[src/rtl/updown_counter_cfg.sv]
// updown_counter_cfg
//   Parametrised up/down counter over the range [0..MAX_VAL] with a parallel
//   load and a choice of terminal behaviour (wrap, saturate, auto-reload).
//   A step taken at a range boundary raises tc for one cycle. The pulse is
//   registered, so it lines up with the new count value.
//
// Parameters
//   WIDTH      count width in bits (>=2)
//   MAX_VAL    inclusive upper bound of the count range
//   RESET_VAL  value of count and of the reload register after reset
//   MODE       0 = wrap, 1 = saturate, 2 = auto-reload
//
// Ports
//   clk       in   rising-edge clock
//   reset     in   synchronous reset, active-high
//   enable    in   advance the count one step this cycle
//   up_dn     in   1 = count up, 0 = count down (used only with enable)
//   load      in   load load_val into count and reload register
//   load_val  in   parallel load value, clamped to MAX_VAL
//   count     out  current count (registered)
//   tc        out  terminal-count pulse (registered, one cycle)
//   at_max    out  count == MAX_VAL (combinational)
//   at_min    out  count == 0 (combinational)
//
// Priority per cycle: reset > load > enable > hold.

module updown_counter_cfg #(
  parameter int WIDTH     = 4,
  parameter int MAX_VAL   = 2**WIDTH-1,
  parameter int RESET_VAL = MAX_VAL,
  parameter int MODE      = 0
) (
  input  logic             clk,
  input  logic             reset,
  input  logic             enable,
  input  logic             up_dn,
  input  logic             load,
  input  logic [WIDTH-1:0] load_val,
  output logic [WIDTH-1:0] count,
  output logic             tc,
  output logic             at_max,
  output logic             at_min
);

  generate
    if (WIDTH < 2 || MAX_VAL < 1 || MAX_VAL > (2**WIDTH)-1 ||
        RESET_VAL < 0 || RESET_VAL > MAX_VAL || MODE < 0 || MODE > 2) begin : g_bad_params
      $error("updown_counter_cfg: illegal parameter combination");
    end
  endgenerate

  localparam logic [WIDTH-1:0] MAX_C   = WIDTH'(MAX_VAL);
  localparam logic [WIDTH-1:0] RESET_C = WIDTH'(RESET_VAL);
  localparam logic [WIDTH-1:0] ONE_C   = WIDTH'(1);

  logic [WIDTH-1:0] r_count;
  logic [WIDTH-1:0] r_reload;
  logic             r_tc;

  logic [WIDTH-1:0] w_load_clamped;
  logic [WIDTH-1:0] w_count_next;
  logic [WIDTH-1:0] w_reload_next;
  logic             w_tc_next;
  logic             w_boundary;

  // When MAX_VAL fills the whole WIDTH-bit range no load value can exceed
  // it, so the clamp comparator is only built for a partial range.
  generate
    if (MAX_VAL == (2**WIDTH)-1) begin : g_full_range
      assign w_load_clamped = load_val;
    end else begin : g_clamp
      assign w_load_clamped = (load_val > MAX_C) ? MAX_C : load_val;
    end
  endgenerate

  // A boundary is judged on the current count and the current direction,
  // so count==0 counting up is an ordinary step.
  assign w_boundary = up_dn ? (r_count == MAX_C) : (r_count == '0);

  always_comb begin
    w_count_next  = r_count;
    w_reload_next = r_reload;
    w_tc_next     = 1'b0;
    if (load) begin
      // A load wins over a simultaneous enable; no step is taken.
      w_count_next  = w_load_clamped;
      w_reload_next = w_load_clamped;
    end else if (enable) begin
      if (w_boundary) begin
        w_tc_next = 1'b1;
        if (MODE == 0) begin
          w_count_next = up_dn ? '0 : MAX_C;
        end else if (MODE == 1) begin
          w_count_next = r_count;
        end else begin
          w_count_next = r_reload;
        end
      end else begin
        w_count_next = up_dn ? (r_count + ONE_C) : (r_count - ONE_C);
      end
    end
  end

  always_ff @(posedge clk) begin
    if (reset) begin
      r_count  <= RESET_C;
      r_reload <= RESET_C;
      r_tc     <= 1'b0;
    end else begin
      r_count  <= w_count_next;
      r_reload <= w_reload_next;
      r_tc     <= w_tc_next;
    end
  end

  assign count  = r_count;
  assign tc     = r_tc;
  assign at_max = (r_count == MAX_C);
  assign at_min = (r_count == '0);

endmodule
[config.mk]
export PLATFORM = sky130hd
export DESIGN_NAME = updown_counter_cfg
export DESIGN_NICKNAME = d
export VERILOG_FILES = /design/src/rtl/updown_counter_cfg.sv
export SDC_FILE = /design/constraint.sdc
export NUM_CORES = 1
export LEC_CHECK = 0
export CAP_MARGIN = 20
export CORE_AREA = 10 10 47 49
export CTS_CLUSTER_DIAMETER = 100
export DETAILED_ROUTE_END_ITERATION = 8
export DIE_AREA = 0 0 57 59
export GPL_ROUTABILITY_DRIVEN = 0
export HOLD_SLACK_MARGIN = 0.12
export MAX_ROUTING_LAYER = met4
export PLACE_DENSITY_LB_ADDON = 0.25
export SETUP_SLACK_MARGIN = 0.4
export SKIP_LAST_GASP = 1
export SYNTH_ARGS = -nofsm -noshare
export SYNTH_HDL_FRONTEND = slang
export SYNTH_SLANG_ARGS = --single-unit
[constraint.sdc]
create_clock -name clk -period 3.1 [get_ports clk]
set_input_delay 0.465 -clock clk [delete_from_list [all_inputs] [get_ports clk]]
set_output_delay 0.465 -clock clk [all_outputs]
set_load 0.05 [all_outputs]
* Word level (Yosys, flattened, before mapping)
Index checks and enable logic that the tools add are counted.
Cells by class: $add $sub $neg 2, $mul 0, div/mod/pow operators 0, order comparisons 0, eq/ne operators 1, shift-type cells 0, muxes and demuxes 7, bitwise gates (word level) 1, reduce and logical (&&, ||, !) cells 3
Operator list (count):
- 4-bit 2-to-1 mux | 5
- 4-bit by 1-bit adder with 4-bit output, second input constant | 1
- 4-bit equality test, second input constant | 1
- 4-bit logical NOT | 1
- 4-bit by 1-bit subtractor with 4-bit output, second input constant | 1
- 3-bit OR reduction | 1
- 1-bit 2-to-1 mux | 2
- 2-bit nonzero test | 1
- 1-bit NOT | 1
Word-level totals: register bits 5, latch bits 0, memory bits (writable) 0, ROM bits 0, memories kept 0

* Logic depth before layout (Yosys ltp)
word-level depth 5, mapped depth 6, depth with buffers taken out 6

* Least setup slack after synthesis
No wires, ideal clock.
kind register to register, from register r_count[0] (netlist: count[0]), to register r_tc (netlist: tc), arrival 1.759 ns, path slack 1.238 ns, cell stages (with the launch flop) 4, path buffers 0, clock period less this slack 1.862 ns, path through dfxtp_1 -> nor4_4 -> nand2_1 -> a2111oi_2
Between the ends: word-level cells in the longest chain between the ends 3
Ends and longest elaborated chain:
- from (decl) | line 56 | logic [WIDTH-1:0] r_count;
- from (signal assigned) | line 110 | r_count <= w_count_next;
- 4-bit logical NOT
- net at_min | line 42 | output logic at_min
- 1-bit 2-to-1 mux | line 78 | assign w_boundary = up_dn ? (r_count == MAX_C) : (r_count == '0);
- 1-bit 2-to-1 mux | line 89 | if (w_boundary) begin
- to (signal assigned) | line 112 | r_tc <= w_tc_next;
- to (decl) | line 58 | logic r_tc;
The timed path passes the listed nets, and every way through them passes these cells. A chain may end at the register's enable or synchronous reset.

* Final worst setup path
from register r_count[0] (netlist: count[0]), to output port at_max
Between the ends: word-level cells in the longest chain between the ends 1
Ends and longest elaborated chain:
- 4-bit equality test | line 118 | assign at_max = (r_count == MAX_C);
- to (decl) | line 41 | output logic at_max,
No other way between the ends.

==> reports/results.tsv <==
metric	value	unit
slew_viol_final	0	
critPathMaxFanout	6	
tns	0	ps
finalHoldViolCount	0	
final_cell_mix	clkdlybuf4s50_1 (15), a21oi_1 (5), dfxtp_1 (5)	
wirelength	970	um
grt_overflow	0	
num_vias	358	
finalCritPeriodShare	75.28	%
max-slew-margin-rel	66.35	%
reg2regPathDepth	3	
drc	0	
cts_tree	built	
worstSkewPairLatency	240	ps
r2r-end	count[1]	
vias_per_cell	4.838	
synthCells	40	
synth.net_count	52	
synthesis.area	374.1	um2
yosysSeqAreaShare	26.76	%
io_pins	16	
rrSetupSlack	1660	ps
ant_nets	0	
start_kind	flop	
min_from	count[3]	
hp-class	reg2reg	
avgSynthCellArea	9.353	um2
clock.fmax	0.4285	GHz
period_needed	2334	ps
post-dp-hpwl	804.3	um
area_growth	51.51	%
die_h	59	um
final-setup-viol-count	0	
die_w	57	um
die_area	3363	um2
worst_pin_slew	503.2	ps
core_area	1401	um2
post-route-util	40.45	%
grt_max_degree	9	
holdPathStages	2	
postCtsHoldBufs	0	
final_layout_size_suffix_gt1_share	12.07	%
initial_core_util	26.70	%
nets	71	
cellPowerDensity	452.1	nW/um2
min_to	count[3]	
drtIter0Drc	4	
cap_violations	0	
antenna_found_initial	0	
final_cells	74	
wl_per_cell	13.11	um
path_clk_slew	40	ps
outcome	complete, no violations	
postCtsResizedCells	0	
ys_warn_count	0	
path_class	reg2out	
port_buffers	15	
ir_drop	0.2161	mV
cp.arrival	1870	ps
final_common_cell	clkdlybuf4s50_1	
grt_setup_unrepaired	false	
num_rows	14	
h-tree-depth	1	
cp-end-kind	output port	
cts_root_buffer	clkbuf_4	
yosys_register_bits	5	
grt_pass1_wl	1.649	mm
clkSinkCount	5	
clockBufferDepth	2	
yosysUniqueCellTypes	21	
dpl.cell_count	70	
worst_hold_slack	626.4	ps
numCtsBuffers	3	
antenna_cells	0	
grt_usage	6.453	%
dr.pass1.iters	2	
first_global_vias	385	
p_leak	0.0002321	uW
skew	3.057	ps
required	2630	ps
timing.rr.start	count[0]	
cts_setup_buffers	0	
[kinds of logic after synthesis]
group / synth area share, %
AO/OA/AOI/OAI: 23.08
XOR/XNOR: 7.025
adder cells (fa/ha/maj): 12.04
buffers and inverters: 3.010
flip-flops: 26.76
multiplexers: 8.027
AND/OR/NAND/NOR: 20.07
[worst max path at each step]
| stage | from | endpoint | slack (ps) |
|---|---|---|---|
| after floorplan | count[0] | tc | 1240 |
| after global placement | up_dn | count[3] | 900 |
| after detailed placement | up_dn | count[3] | 900 |
| after CTS | count[0] | at_max | 730 |
| after global routing | count[0] | at_min | 680 |
| final | count[0] | at_max | 770 |
[registers in the layout (all words and copies together) (netlist names)]
name / count
tc: 1
count: 4
[layout make-up]
class                   instances  area [um2]
repair buffers                 15       150.1
clock buffers                   4       26.28
inverters                       2       7.507
well taps                      16       20.02
multi-input cells              32       262.8
fillers                       156       834.6
flip-flops and latches          5       100.1
[synthesized netlist by cell type (all sizes together)]
| master | n | share of area [%] |
|---|---|---|
| nand2 | 2 | 4.0 |
| dfxtp | 5 | 27 |
| and4 | 1 | 3.0 |
| ha | 2 | 6.7 |
| mux2i | 3 | 8.0 |
| clkbuf | 1 | 1.0 |
| inv | 2 | 2.0 |
| a21oi | 5 | 6.7 |
| a211oi | 1 | 2.0 |
| a2111oi | 1 | 4.0 |
| o21ai | 2 | 2.7 |
| xor2 | 3 | 7.0 |
| a21o | 2 | 4.0 |
| nand3 | 2 | 2.7 |
| o21bai | 1 | 2.0 |
| a31oi | 1 | 1.7 |
| fa | 1 | 5.4 |
| nand2b | 1 | 1.7 |
| nor2 | 3 | 3.0 |
| nor4 | 1 | 5.7 |
[metrics by stage]
| stage | power [uW] | worst slack [ps] | instance area (um2) |
|---|---|---|---|
| 2_1_floorplan | 146.9 | 1238 | 374.1 |
| 6_report | 256.2 | 766.5 | 566.8 |
| 5_1_grt | 276.6 | 684.8 | 566.8 |
| 4_1_cts | 262.2 | 734.5 | 566.8 |
| 3_3_place_gp | 183.7 | 902.2 | 540.5 |
| 3_5_place_dp | 184.0 | 899.5 | 540.5 |
[per-layer routing]
metal | vias up | global-route usage [%] | share of wire, %
li1 | 183 | - | -
met1 | 159 | 6.325 | 44
met2 | 14 | 9.612 | 47
met3 | 2 | 4.506 | 8.7
met4 | 0 | 3.020 | 0.41
met5 | - | - | 0
[critical path, cell delays in order, from the launching register on]
cell	delay (ps)
dfxtp_1	510
and4_4	310
clkdlybuf4s50_1	810
[where the power goes]
group / internal (uW) / switching [uW] / leakage, uW
registers: 70.1 / 12.0 / 0.0000415
logic: 43.1 / 56.0 / 0.000176
clock network: 48.6 / 26.3 / 0.0000150
Power figures use the tool's default switching activity.
